## src/rtl/enemy_spawn_scheduler.sv

```systemverilog
// Enemy-car spawn scheduler: chooses lane and free sprite slot, pulses that slot's restart
// and holds its X offset. Build macro DIFFICULTY_RAMP_EN shortens the interval every 8 spawns.
module enemy_spawn_scheduler #(
    parameter int NUM_SLOTS      = 4,
    parameter int LANES          = 4,
    parameter int LANE_X0        = 160,
    parameter int LANE_PITCH     = 80,
    parameter int SPAWN_INTERVAL = 90,
`ifdef DIFFICULTY_RAMP_EN
    parameter int MIN_INTERVAL   = 30,
`endif
    parameter int OFFSCREEN_Y    = 620,
    parameter int PENDING_CYC    = 2
) (
    input  logic                    logic_clk,
    input  logic                    reset,
    input  logic                    i_game_run,
    input  logic                    i_collision,
    input  logic [10*NUM_SLOTS-1:0] i_slot_pos_y,
    output logic [NUM_SLOTS-1:0]    o_enemy_en,
    output logic [10*NUM_SLOTS-1:0] o_enemy_x,
    output logic [NUM_SLOTS-1:0]    o_active_mask,
    output logic [7:0]              o_spawn_count,
    output logic                    o_spawn_skipped,
    output logic [7:0]              o_cur_interval
);
    localparam int LB = (LANES > 1) ? $clog2(LANES) : 1;
    localparam int SW = (NUM_SLOTS > 1) ? $clog2(NUM_SLOTS) : 1;
    localparam int PW = (PENDING_CYC > 1) ? $clog2(PENDING_CYC + 1) : 1;
    localparam logic [9:0]    OFF_Y         = 10'(OFFSCREEN_Y);
    localparam logic [PW-1:0] PEND_MAX      = PW'(PENDING_CYC);
    localparam logic [LB-1:0] LAST_LANE_RST = LB'(LANES - 1);

    typedef enum logic [2:0] {
        S_IDLE   = 3'd0,
        S_WAIT   = 3'd1,
        S_PICK   = 3'd2,
        S_FIRE   = 3'd3,
        S_FROZEN = 3'd4
    } state_t;

    state_t                  r_state;
    state_t                  w_base;
    state_t                  w_next;
    logic                    w_pick_fire;
    logic                    w_fire;
    logic                    w_skip;
    logic [7:0]              r_timer;
    logic [7:0]              r_lfsr;
    logic [7:0]              r_spawn_count;
    logic                    r_spawn_skipped;
    logic [7:0]              w_interval;
    logic [7:0]              w_reload;
    logic [LB-1:0]           r_last_lane;
    logic [LB-1:0]           w_cand;
    logic [LB-1:0]           w_lane;
    logic [NUM_SLOTS-1:0]    w_busy;
    logic                    w_free;
    logic [SW-1:0]           w_slot;
    logic [NUM_SLOTS-1:0]    r_enemy_en;
    logic [10*NUM_SLOTS-1:0] r_enemy_x;
    logic [PW-1:0]           r_pend_cnt [NUM_SLOTS];

    // Fibonacci LFSR, taps 8,6,5,4.
    function automatic logic [7:0] lfsr_next(input logic [7:0] v);
        return {v[6:0], v[7] ^ v[5] ^ v[4] ^ v[3]};
    endfunction

    // Lane index to screen X offset, truncated to the 10-bit pixel range.
    function automatic logic [9:0] lane_to_x(input logic [LB-1:0] lane);
        int v;
        v = LANE_X0 + int'(lane) * LANE_PITCH;
        return v[9:0];
    endfunction

    assign w_cand   = r_lfsr[LB-1:0];
    assign w_reload = w_interval - 8'd1;

    // Slot occupancy, lowest free slot and the lane that avoids repeating the last one.
    always_comb begin
        w_busy = '0;
        w_free = 1'b0;
        w_slot = '0;
        for (int i = NUM_SLOTS - 1; i >= 0; i--) begin
            w_busy[i] = (i_slot_pos_y[10*i +: 10] < OFF_Y) || (r_pend_cnt[i] != '0);
            w_free    = w_free | ~w_busy[i];
            w_slot    = w_busy[i] ? w_slot : SW'(i);
        end
        w_lane = (w_cand == r_last_lane) ? (w_cand + LB'(1'b1)) : w_cand;
    end

    // Next-state logic; collision freezes and a dropped game_run aborts before any fire.
    always_comb begin
        w_base      = r_state;
        w_pick_fire = 1'b0;
        w_skip      = 1'b0;
        case (r_state)
            S_IDLE:   w_base = i_game_run ? S_WAIT : S_IDLE;
            S_WAIT:   w_base = (r_timer == 8'd0) ? S_PICK : S_WAIT;
            S_PICK: begin
                if (w_free) begin
                    w_base      = S_FIRE;
                    w_pick_fire = 1'b1;
                end else begin
                    w_base = S_WAIT;
                    w_skip = i_game_run & ~i_collision;
                end
            end
            S_FIRE:   w_base = S_WAIT;
            S_FROZEN: w_base = i_game_run ? S_WAIT : S_IDLE;
            default:  w_base = S_IDLE;
        endcase
        w_fire = w_pick_fire & i_game_run & ~i_collision;
        w_next = i_collision ? S_FROZEN : (i_game_run ? w_base : S_IDLE);
    end

    // State register.
    always_ff @(posedge logic_clk) begin
        if (reset) begin
            r_state <= S_IDLE;
        end else begin
            r_state <= w_next;
        end
    end

    // Spawn timer, LFSR and the per-spawn bookkeeping registers.
    always_ff @(posedge logic_clk) begin
        if (reset) begin
            r_timer         <= 8'(SPAWN_INTERVAL - 1);
            r_lfsr          <= 8'hA5;
            r_last_lane     <= LAST_LANE_RST;
            r_spawn_count   <= 8'd0;
            r_spawn_skipped <= 1'b0;
        end else begin
            r_lfsr          <= lfsr_next(r_lfsr);
            r_spawn_skipped <= w_skip;
            case (r_state)
                S_IDLE: r_timer <= w_reload;
                S_WAIT: r_timer <= (r_timer != 8'd0) ? (r_timer - 8'd1) : r_timer;
                S_PICK: r_timer <= w_skip ? w_reload : r_timer;
                S_FIRE: r_timer <= w_reload;
                default: r_timer <= r_timer;
            endcase
            if (w_fire) begin
                r_last_lane   <= w_lane;
                r_spawn_count <= r_spawn_count + 8'd1;
            end else begin
                r_last_lane   <= r_last_lane;
                r_spawn_count <= r_spawn_count;
            end
        end
    end

    // Per-slot restart pulse, held X offset and post-pulse reservation counter.
    always_ff @(posedge logic_clk) begin
        for (int i = 0; i < NUM_SLOTS; i++) begin
            if (reset) begin
                r_enemy_en[i]        <= 1'b0;
                r_enemy_x[10*i +: 10] <= 10'd0;
                r_pend_cnt[i]        <= '0;
            end else if (w_fire && (w_slot == SW'(i))) begin
                r_enemy_en[i]        <= 1'b1;
                r_enemy_x[10*i +: 10] <= lane_to_x(w_lane);
                r_pend_cnt[i]        <= PEND_MAX;
            end else begin
                r_enemy_en[i]        <= 1'b0;
                r_enemy_x[10*i +: 10] <= r_enemy_x[10*i +: 10];
                r_pend_cnt[i]        <= ((r_state != S_FROZEN) && (r_pend_cnt[i] != '0))
                                        ? (r_pend_cnt[i] - PW'(1'b1)) : r_pend_cnt[i];
            end
        end
    end

`ifdef DIFFICULTY_RAMP_EN
    logic [7:0] r_cur_interval;

    // Each eighth spawn shortens the interval by 4, never below the floor.
    always_ff @(posedge logic_clk) begin
        if (reset) begin
            r_cur_interval <= 8'(SPAWN_INTERVAL);
        end else if (w_fire && (r_spawn_count[2:0] == 3'd7)) begin
            r_cur_interval <= (r_cur_interval >= 8'(MIN_INTERVAL + 4))
                              ? (r_cur_interval - 8'd4) : 8'(MIN_INTERVAL);
        end else begin
            r_cur_interval <= r_cur_interval;
        end
    end

    assign w_interval = r_cur_interval;
`else
    assign w_interval = 8'(SPAWN_INTERVAL);
`endif

    assign o_enemy_en      = r_enemy_en;
    assign o_enemy_x       = r_enemy_x;
    assign o_active_mask   = w_busy;
    assign o_spawn_count   = r_spawn_count;
    assign o_spawn_skipped = r_spawn_skipped;
    assign o_cur_interval  = w_interval;

endmodule

```

## config.mk

```make
export PLATFORM = sky130hd
export DESIGN_NAME = enemy_spawn_scheduler
export DESIGN_NICKNAME = d
export VERILOG_FILES = /design/src/rtl/enemy_spawn_scheduler.sv
export SDC_FILE = /design/constraint.sdc
export NUM_CORES = 1
export LEC_CHECK = 0
export CORE_AREA = 2 2 81 83
export DETAILED_ROUTE_END_ITERATION = 10
export DIE_AREA = 0 0 83 85
export DONT_BUFFER_PORTS = 1
export GPL_ROUTABILITY_DRIVEN = 1
export HOLD_SLACK_MARGIN = 0.02
export SETUP_SLACK_MARGIN = 0.5
export SLEW_MARGIN = 20
export SYNTH_ARGS = -nofsm -noshare
export SYNTH_HDL_FRONTEND = slang
export SYNTH_SLANG_ARGS = --single-unit
export TNS_END_PERCENT = 100
```

## constraint.sdc

```tcl
create_clock -name logic_clk -period 5.7 [get_ports logic_clk]
set_clock_uncertainty 0.1 [all_clocks]
set_input_delay 1.425 -clock logic_clk [delete_from_list [all_inputs] [get_ports logic_clk]]
set_output_delay 1.425 -clock logic_clk [all_outputs]
set_load 0.01 [all_outputs]
```

==> impl_metrics.ini, run 1 <==
[floorplan]
core_area_um2 = 6200
std_cell_rows = 29
die_y_um = 85
dieArea_um2 = 7060
die_w_um = 83
ioPinCount = 109
floorplan.initialDensity_pct = 48.0

[layout]
area_delta_synth_final_pct = 5.63
nets = 388
final_cells = 419
diodes = 0
final_common_cell = dfxtp_1
final_area_um2 = 3140
fin_util_pct = 50.7
drive_gt1_share_pct = 8.19
final_cell_mix = 54 x dfxtp_1, 34 x a21oi_1, 28 x nor2_1, 28 x conb_1, 22 x nand2_1

[cts]
cts.clk_slew.worst_paths_ns = 0.07
clk_path_buf_depth = 2
cts_root_buf = clkbuf_8
postCtsResizedCells = 0
cts_made_buffers = 9
post_cts_buffers = 0
htree_levels = 3
hold_buffers = 0
cts_tree = done
clk_latency_ns = 0.35
clkSinkCount = 62

[run_status]
status = finished clean

[min_path]
worstHoldPathCells = 1
hold_class = flip-flop to flip-flop
holdPathEnd = r_lfsr[7]
hp-start = r_lfsr[6]

[critical_path]
cp_max_fo = 7
start_kind = input port
required_ns = 4.18
critPathLaunch = i_slot_pos_y[5]
criticalPathCategory = input port to primary output
endpoint_kind = primary output
r2r_end = o_spawn_count[7]
r2r_slack_ns = 3.11
cp_top_family = compound AO/OA/AOI/OAI gates
worstReg2RegStart = r_pend_cnt[1][0]
cp.arrival_ns = 1.99
path_cells = nand4_1 > o21ai_2 > inv_2
max_stage_delay_ns = 0.33
crit_slowest_cell = o21ai_2
crit_buf_inv = 1
worstRegToRegCells = 8

[route]
wl_per_cell_um = 14.6
final_antenna_net_count = 0
first_pass_iters = 4
drt_wl_total_um = 6110
num_vias = 2259
drcViolationCount = 0
vias_per_cell = 5.39
drt_iter0_drc = 86

[synthesis]
synthArstFlopShare_pct = 0
synth_edf_count = 8
yosysTopAreaCell = dfxtp_1
yosys-top-cells-area = dfxtp_1 36%, edfxtp_1 8.1%, buf_4 7.1%
postSynthCellCount = 338
postSynthAreaPerCell_um2 = 8.81
ys_ff_latch = 62
netlist.area_leader.share_pct = 36.3
synth_cell_type_count = 53
syn-cell-area_um2 = 2980
ys.flop_type = dfxtp_1
yosysWarningCount = 0
ys_seq_area_share_pct = 44.4

[sta]
setup_viol = 0
relSlewSlack_pct = 42.6
max_slew.worst_pin.slew_ns = 0.854
whs_ns = 0.319
fmaxAchievable_ghz = 0.284
tns_ns = 0
fin_crit_sh_pct = 61.7
rsz0062_at_grt = no
final_hold_viol_count = 0
drv_slew = 0
fin_crit_ns = 3.52

[grt]
grt_pass1_vias = 2043
antenna_found_initial = 0
grt_overflow_total = 0
grt_max_degree = 69
track_usage_pct = 17.6
grt_pass1_wl_um = 9800

[place]
gp_congestion = 0.777
dpl.hpwl_um = 4280
place_inst = 403
numPortBuffers = 0
dpl_cell_area_um2 = 2920

[flow_run]
maxCapViolCount = 0

[power_and_ir_drop]
p_leak_nw = 1.12
ir_drop_v = 0.000218
power.density_nw_per_um2 = 323
cell usage after synthesis (all sizes together) (3+ instances only):
cell type and instances:
xor2 3, or3 3, nand4 7, or4 5, nor3 13, or2 3, a211oi 10, o211ai 7
ha 7, edfxtp 8, nor2 28, nor4 4, inv 20, o31ai 4, nand2 23, a21oi 34
nor3b 5, o21ai 10, mux2i 3, dfxtp 54, nand2b 5, clkbuf 8, buf 30, nor2b 7
nand3 10
worst max-delay path by stage:
stage                             to  cells after the start
floorplan           o_active_mask[0]                      3
global placement    r_pend_cnt[2][0]                      6
detailed placement  r_pend_cnt[2][1]                      6
CTS                 o_active_mask[0]                      3
global route        o_active_mask[0]                      3
finish              o_active_mask[0]                      3
report_power, final:
part	switching, mW	internal (mW)
combinational	0.0770	0.0389
sequential	0.0107	0.470
clock	0.174	0.245
total	0.261	0.754
layout make-up:
| cell class | instances | area, um^2 |
|---|---|---|
| well taps | 77 | 96.3 |
| clock buffers | 10 | 128 |
| clock inverters | 6 | 86.3 |
| multi-input cells | 244 | 1440 |
| fillers | 589 | 3060 |
| inverters | 20 | 75.1 |
| flip-flops and latches | 62 | 1320 |
flip-flops by register name, indices dropped and copies added, names as in the netlist:
signal and flops:
o_enemy_en 4, o_enemy_x 20, o_spawn_count 8, o_spawn_skipped 1, r_last_lane 2, r_lfsr 8
r_pend_cnt 8, r_state 3, r_timer 8
worst reg2reg max path, delay by kind of cell, from the launching register on:
family / cells / cell delay (ns)
fa+ha+maj: 1 / 0.21
flops: 1 / 0.39
buf+inv: 2 / 0.22
simple gates: 2 / 0.70
compound gates: 3 / 0.91
stage by stage:
step	power [mW]	setup WS, ns
2_1_floorplan	0.599	2.31
3_3_place_gp	0.601	2.14
3_5_place_dp	0.605	2.13
4_1_cts	1.02	2.22
5_1_grt	1.06	2.07
6_report	1.02	2.18
kinds of logic after synthesis:
kind of cell,share of synthesized area (%)
compound gates,17.7
mux,1.01
flops,44.4
buf+inv,10.9
other cells,0.252
xor+xnor,1.47
simple gates,21.4
fa+ha+maj,2.94
metal layers:
metal  vias to the layer above  routed length [um]  track usage (%)
met5                         -                   0                0
met4                         0                  93             7.30
met3                        13                 472             8.56
met2                        72                2770             26.2
met1                      1021                2770             21.9
li1                       1153                   -                -
Note: power is estimated with default switching activity, not from simulation.
==> run 2: changes to the inputs <==
- clock period: 5.7 -> 3.28 ns (I/O delays scaled with it)
==> run 2 against run 1 <==
- clock-buffer cell count up 2
- register-to-register slack lost 2.3 ns
- non-clock buffer count up 4
- wire length is 2.4% lower
- worst setup slack worse by 1.4 ns
- utilization shrank 0.40 points
- power increased by 59%
- critical path type is now flip-flop to primary output
- largest cell class unchanged
- largest power group unchanged
==> impl_metrics.ini, run 2 (synthesis results as in run 1) <==
[cts]
clkSinkCount = 62
post_cts_buffers = 0
htree_levels = 3
cts_tree = done
clk_latency_ns = 0.34
cts.clk_slew.worst_paths_ns = 0.07
hold_buffers = 0
cts_root_buf = clkbuf_8
clk_path_buf_depth = 2
cts_made_buffers = 9
postCtsResizedCells = 0

[route]
drt_wl_total_um = 5970
drcViolationCount = 0
drt_iter0_drc = 82
wl_per_cell_um = 14.1
num_vias = 2313
first_pass_iters = 4
vias_per_cell = 5.47
final_antenna_net_count = 0

[power_and_ir_drop]
clkPwrFrac_pct = 35.8
switchingPower_uw = 438
ir_drop_v = 0.000318
seqPwrFrac_pct = 51.6
power.density_nw_per_um2 = 519
p_int_mw = 1.18
combPwrFrac_pct = 12.6
switching_share_pct = 27.1
p_leak_nw = 1.13

[sta]
max_slew.worst_pin.slew_ns = 0.573
final_hold_viol_count = 0
rsz0062_at_grt = no
setup_ws_ns = 0.815
fin_crit_ns = 2.47
fmaxAchievable_ghz = 0.406
setup_viol = 0
drv_slew = 0
fin_crit_sh_pct = 75.2
tns_ns = 0
relSlewSlack_pct = 61.5

[floorplan]
ioPinCount = 109
std_cell_rows = 29
die_y_um = 85
floorplan.initialDensity_pct = 48.0
core_area_um2 = 6200
die_w_um = 83
dieArea_um2 = 7060

[grt]
track_usage_pct = 17.1
grt_pass1_wl_um = 9670
grt_max_degree = 69
grt_overflow_total = 0
antenna_found_initial = 0
gr-max-usage-layer = met2
use_met3_pct = 7.20
grt_util_met1_pct = 22.0
use_met2_pct = 26.0
grt_pass1_vias = 2073

[layout]
fillers = 613
area_delta_synth_final_pct = 4.79
largest_reg_flops = 20
final_common_cell = dfxtp_1
final_cell_mix = 54 x dfxtp_1, 34 x a21oi_1, 28 x nor2_1, 28 x conb_1, 22 x nand2_1
nets = 392
diodes = 0
drive_gt1_share_pct = 9.25

[min_path]
hold_class = flip-flop to flip-flop
hp-start = r_lfsr[6]
holdPathEnd = r_lfsr[7]
worstHoldPathCells = 1

[critical_path]
r2r_end = o_spawn_count[5]
cp_max_fo = 7
start_kind = flip-flop
max_stage_delay_ns = 0.39
crit_slowest_cell = edfxtp_1
r2r_slack_ns = 0.83
required_ns = 2.36
path_cells = inv_1 > ha_1 > nand4_1 > o21ai_2 > inv_2
worstRegToRegCells = 8
criticalPathCategory = flip-flop to primary output
cp.arrival_ns = 1.55
endpoint_kind = primary output
worstReg2RegStart = r_pend_cnt[0][0]

[place]
preCtsSetupSlack_ns = 0.572
numPortBuffers = 0
dpl.hpwl_um = 4230
gp_congestion = 0.780

[run_status]
status = finished clean

[flow_run]
maxCapViolCount = 0
[run 2: cell count changes in the layout (fill, tap and decap cells not counted), sizes merged]
cell,previous run,this run
buf,0,4
bufinv,2,0
clkbuf,10,12
clkinvlp,1,0
inv,20,21
[run 2: critical path, delay by kind of cell (launching register included)]
family | cells | cell delay (ns)
AO/OA/AOI/OAI | 1 | 0.30
AND/OR/NAND/NOR | 1 | 0.12
buffers and inverters | 2 | 0.21
flip-flops | 1 | 0.39
adder cells (fa/ha/maj) | 1 | 0.19
[run 2: power groups by stage]
stage | logic (mW) | registers, mW | clock network [mW]
floorplan | 0.195 | 0.845 | 0
global route | 0.230 | 0.840 | 0.624
detailed placement | 0.204 | 0.852 | 0
CTS | 0.205 | 0.836 | 0.595
global placement | 0.201 | 0.851 | 0
finish | 0.205 | 0.835 | 0.579
[run 2: layer usage]
layer | share of wire (%) | routed length (um)
met1 | 45 | 2710
met3 | 6.9 | 409
met2 | 46 | 2750
met5 | 0 | 0
met4 | 1.5 | 90
[run 2: cell type report]
| cell class | instances | area, um^2 | share of cell area [%] |
|---|---|---|---|
| multi-input cells | 244 | 1430 | 45.8 |
| flip-flops and latches | 62 | 1320 | 42.4 |
| clock buffers | 12 | 145 | 4.65 |
| well taps | 77 | 96.3 | 3.09 |
| inverters | 20 | 75.1 | 2.41 |
| repair buffers | 4 | 30.0 | 0.963 |
| clock inverters | 4 | 21.3 | 0.682 |
[run 2: stage by stage]
step	total power, mW	hold WS (ns)	cells	area, um^2	util [%]
2_1_floorplan	1.04	0.289	364	3070	-
3_3_place_gp	1.05	0.295	407	2950	47.6
3_5_place_dp	1.06	0.306	407	2950	47.6
4_1_cts	1.64	0.330	423	3120	50.3
5_1_grt	1.69	0.352	423	3120	50.3
6_report	1.62	0.328	423	3120	50.3
[run 2: how the worst max path moves through the flow]
stage	slack, ns	start	depth (start not counted)	to
after global placement	0.59	i_slot_pos_y[25]	6	o_spawn_count[5]
after floorplan	0.92	i_slot_pos_y[8]	5	r_pend_cnt[3][0]
after global routing	0.54	r_pend_cnt[0][0]	8	o_spawn_count[5]
final	0.81	r_pend_cnt[0][0]	5	o_active_mask[0]
after detailed placement	0.57	i_slot_pos_y[25]	6	o_spawn_count[5]
after CTS	0.74	r_pend_cnt[0][0]	8	o_spawn_count[5]
==> run 3: changes to the inputs <==
- clock period: 3.28 -> 2.5 ns (I/O delays scaled with it)
==> run 3 against run 2 <==
- global-route usage grew 2.2 points
- register-to-register slack lost 0.51 ns
- sequential power grew 32%
- worst hold slack lost 0.064 ns
- utilization grew 8.7 points
- first-iteration DRC count grew 12%
- non-clock buffer count grew 31
- worst setup slack lost 0.52 ns
- power grew 55%
- critical path type unchanged
- highest routed layer unchanged
==> impl_metrics.ini, run 3 (synthesis results as in run 1) <==
[cts]
clkSinkCount = 62
clk_latency_ns = 0.34
cts.clk_slew.worst_paths_ns = 0.07
cts_made_buffers = 9
clk_path_buf_depth = 2
cts_tree = done
cts_root_buf = clkbuf_8
htree_levels = 3
hold_buffers = 0

[floorplan]
std_cell_rows = 29
die_y_um = 85
dieArea_um2 = 7060
ioPinCount = 109
core_area_um2 = 6200
die_w_um = 83
floorplan.initialDensity_pct = 48.0

[min_path]
hp-start = reset
worstHoldPathCells = 1
hold_class = input port to flip-flop

[sta]
tns_ns = 0
drv_slew = 0
max_slew.worst_pin.slew_ns = 0.834
relSlewSlack_pct = 44.0
rsz0062_at_grt = yes
fmaxAchievable_ghz = 0.454
setup_viol = 0
fin_crit_sh_pct = 88.0
fin_crit_ns = 2.20
final_hold_viol_count = 0

[critical_path]
path_depth = 6
criticalPathCategory = flip-flop to primary output
cp_top_family = flip-flops
required_ns = 1.77
start_kind = flip-flop
path_cells = inv_2 > ha_4 > nand4_1 > o21ai_2 > inv_2 > buf_6
r2r_slack_ns = 0.32
crit_slowest_cell = edfxtp_1
endpoint_kind = primary output
crit_buf_inv = 3
cp_max_fo = 3
worstRegToRegCells = 8
critPathLaunch = r_pend_cnt[2][0]
worstReg2RegStart = r_pend_cnt[1][0]
path_common_cell = inv_2
cp.arrival_ns = 1.48
max_stage_delay_ns = 0.40

[layout]
diodes = 0
final_cells = 454
final_common_cell = dfxtp_1
area_delta_synth_final_pct = 23.0
fillers = 541
final_cell_mix = 54 x dfxtp_1, 31 x a21oi_1, 28 x conb_1, 24 x buf_4, 22 x nor2_1
largest_reg_flops = 20
nets = 423
drive_gt1_share_pct = 27.9

[grt]
antenna_found_initial = 0
grt_pass1_wl_um = 11000
track_usage_pct = 19.4
grt_overflow_total = 0
grt_max_degree = 69
grt_pass1_vias = 2302

[run_status]
status = finished clean

[route]
vias_per_cell = 5.48
drcViolationCount = 0
first_pass_iters = 4
wl_per_cell_um = 15.5
drt_wl_total_um = 7030
num_vias = 2487
drt_iter0_drc = 92
final_antenna_net_count = 0

[power_and_ir_drop]
switchingPower_uw = 668
clkPwrFrac_pct = 37.3
seqPwrFrac_pct = 43.9
p_int_mw = 1.84
ir_drop_v = 0.000468
power.density_nw_per_um2 = 685
p_leak_nw = 1.34
combPwrFrac_pct = 18.8
switching_share_pct = 26.7

[place]
gp_congestion = 0.779
numPortBuffers = 0
place_inst = 418
dpl.hpwl_um = 4530

[flow_run]
maxCapViolCount = 0
==> run 3: power groups by stage <==
stage	combinational (mW)	sequential, mW	clock (mW)
finish	0.470	1.10	0.936
CTS	0.395	1.10	0.945
global route	0.521	1.10	0.994
floorplan	0.256	1.11	0
detailed placement	0.299	1.12	0
global placement	0.291	1.11	0
==> run 3: repair_timing <==
action                                  4_1_cts  5_1_grt
pin swaps                                    13       17
cloned                                        0        1
resized for setup                            22       49
endpoints found under the setup margin       46       52
setup buffers                                 9       10
==> run 3: final cells by class <==
| cell class | instances | area (um^2) | share of cell area (%) |
|---|---|---|---|
| clock buffer | 13 | 170 | 4.65 |
| clock inverter | 3 | 40.0 | 1.09 |
| inverter | 20 | 75.1 | 2.05 |
| multi-input combinational | 244 | 1650 | 45.2 |
| sequential | 62 | 1320 | 36.1 |
| tap | 77 | 96.3 | 2.63 |
| timing repair buffer | 35 | 304 | 8.30 |
==> run 3: worst paths after layout <==
check,to
min,r_lfsr[6]
min reg2reg,r_lfsr[7]
max reg2reg,r_timer[6]
max,o_active_mask[2]
==> run 3: layer usage <==
layer / track usage [%] / wire (um)
met4: 5.22 / 30
met3: 7.98 / 417
met5: 0 / 0
met2: 31.8 / 3520
met1: 23.7 / 3060
==> run 3: through the flow <==
step | utilization, % | worst slack [ns] | hold slack (ns) | area [um^2] | power (mW)
after CTS | 54.7 | 0.268 | 0.248 | 3400 | 2.44
after detailed placement | 48.9 | 0.159 | 0.304 | 3040 | 1.42
final | 59.0 | 0.299 | 0.264 | 3660 | 2.51
after floorplan | - | 0.330 | 0.289 | 3090 | 1.37
after global placement | 48.9 | 0.195 | 0.295 | 3040 | 1.41
after global routing | 59.0 | 0.176 | 0.240 | 3660 | 2.62
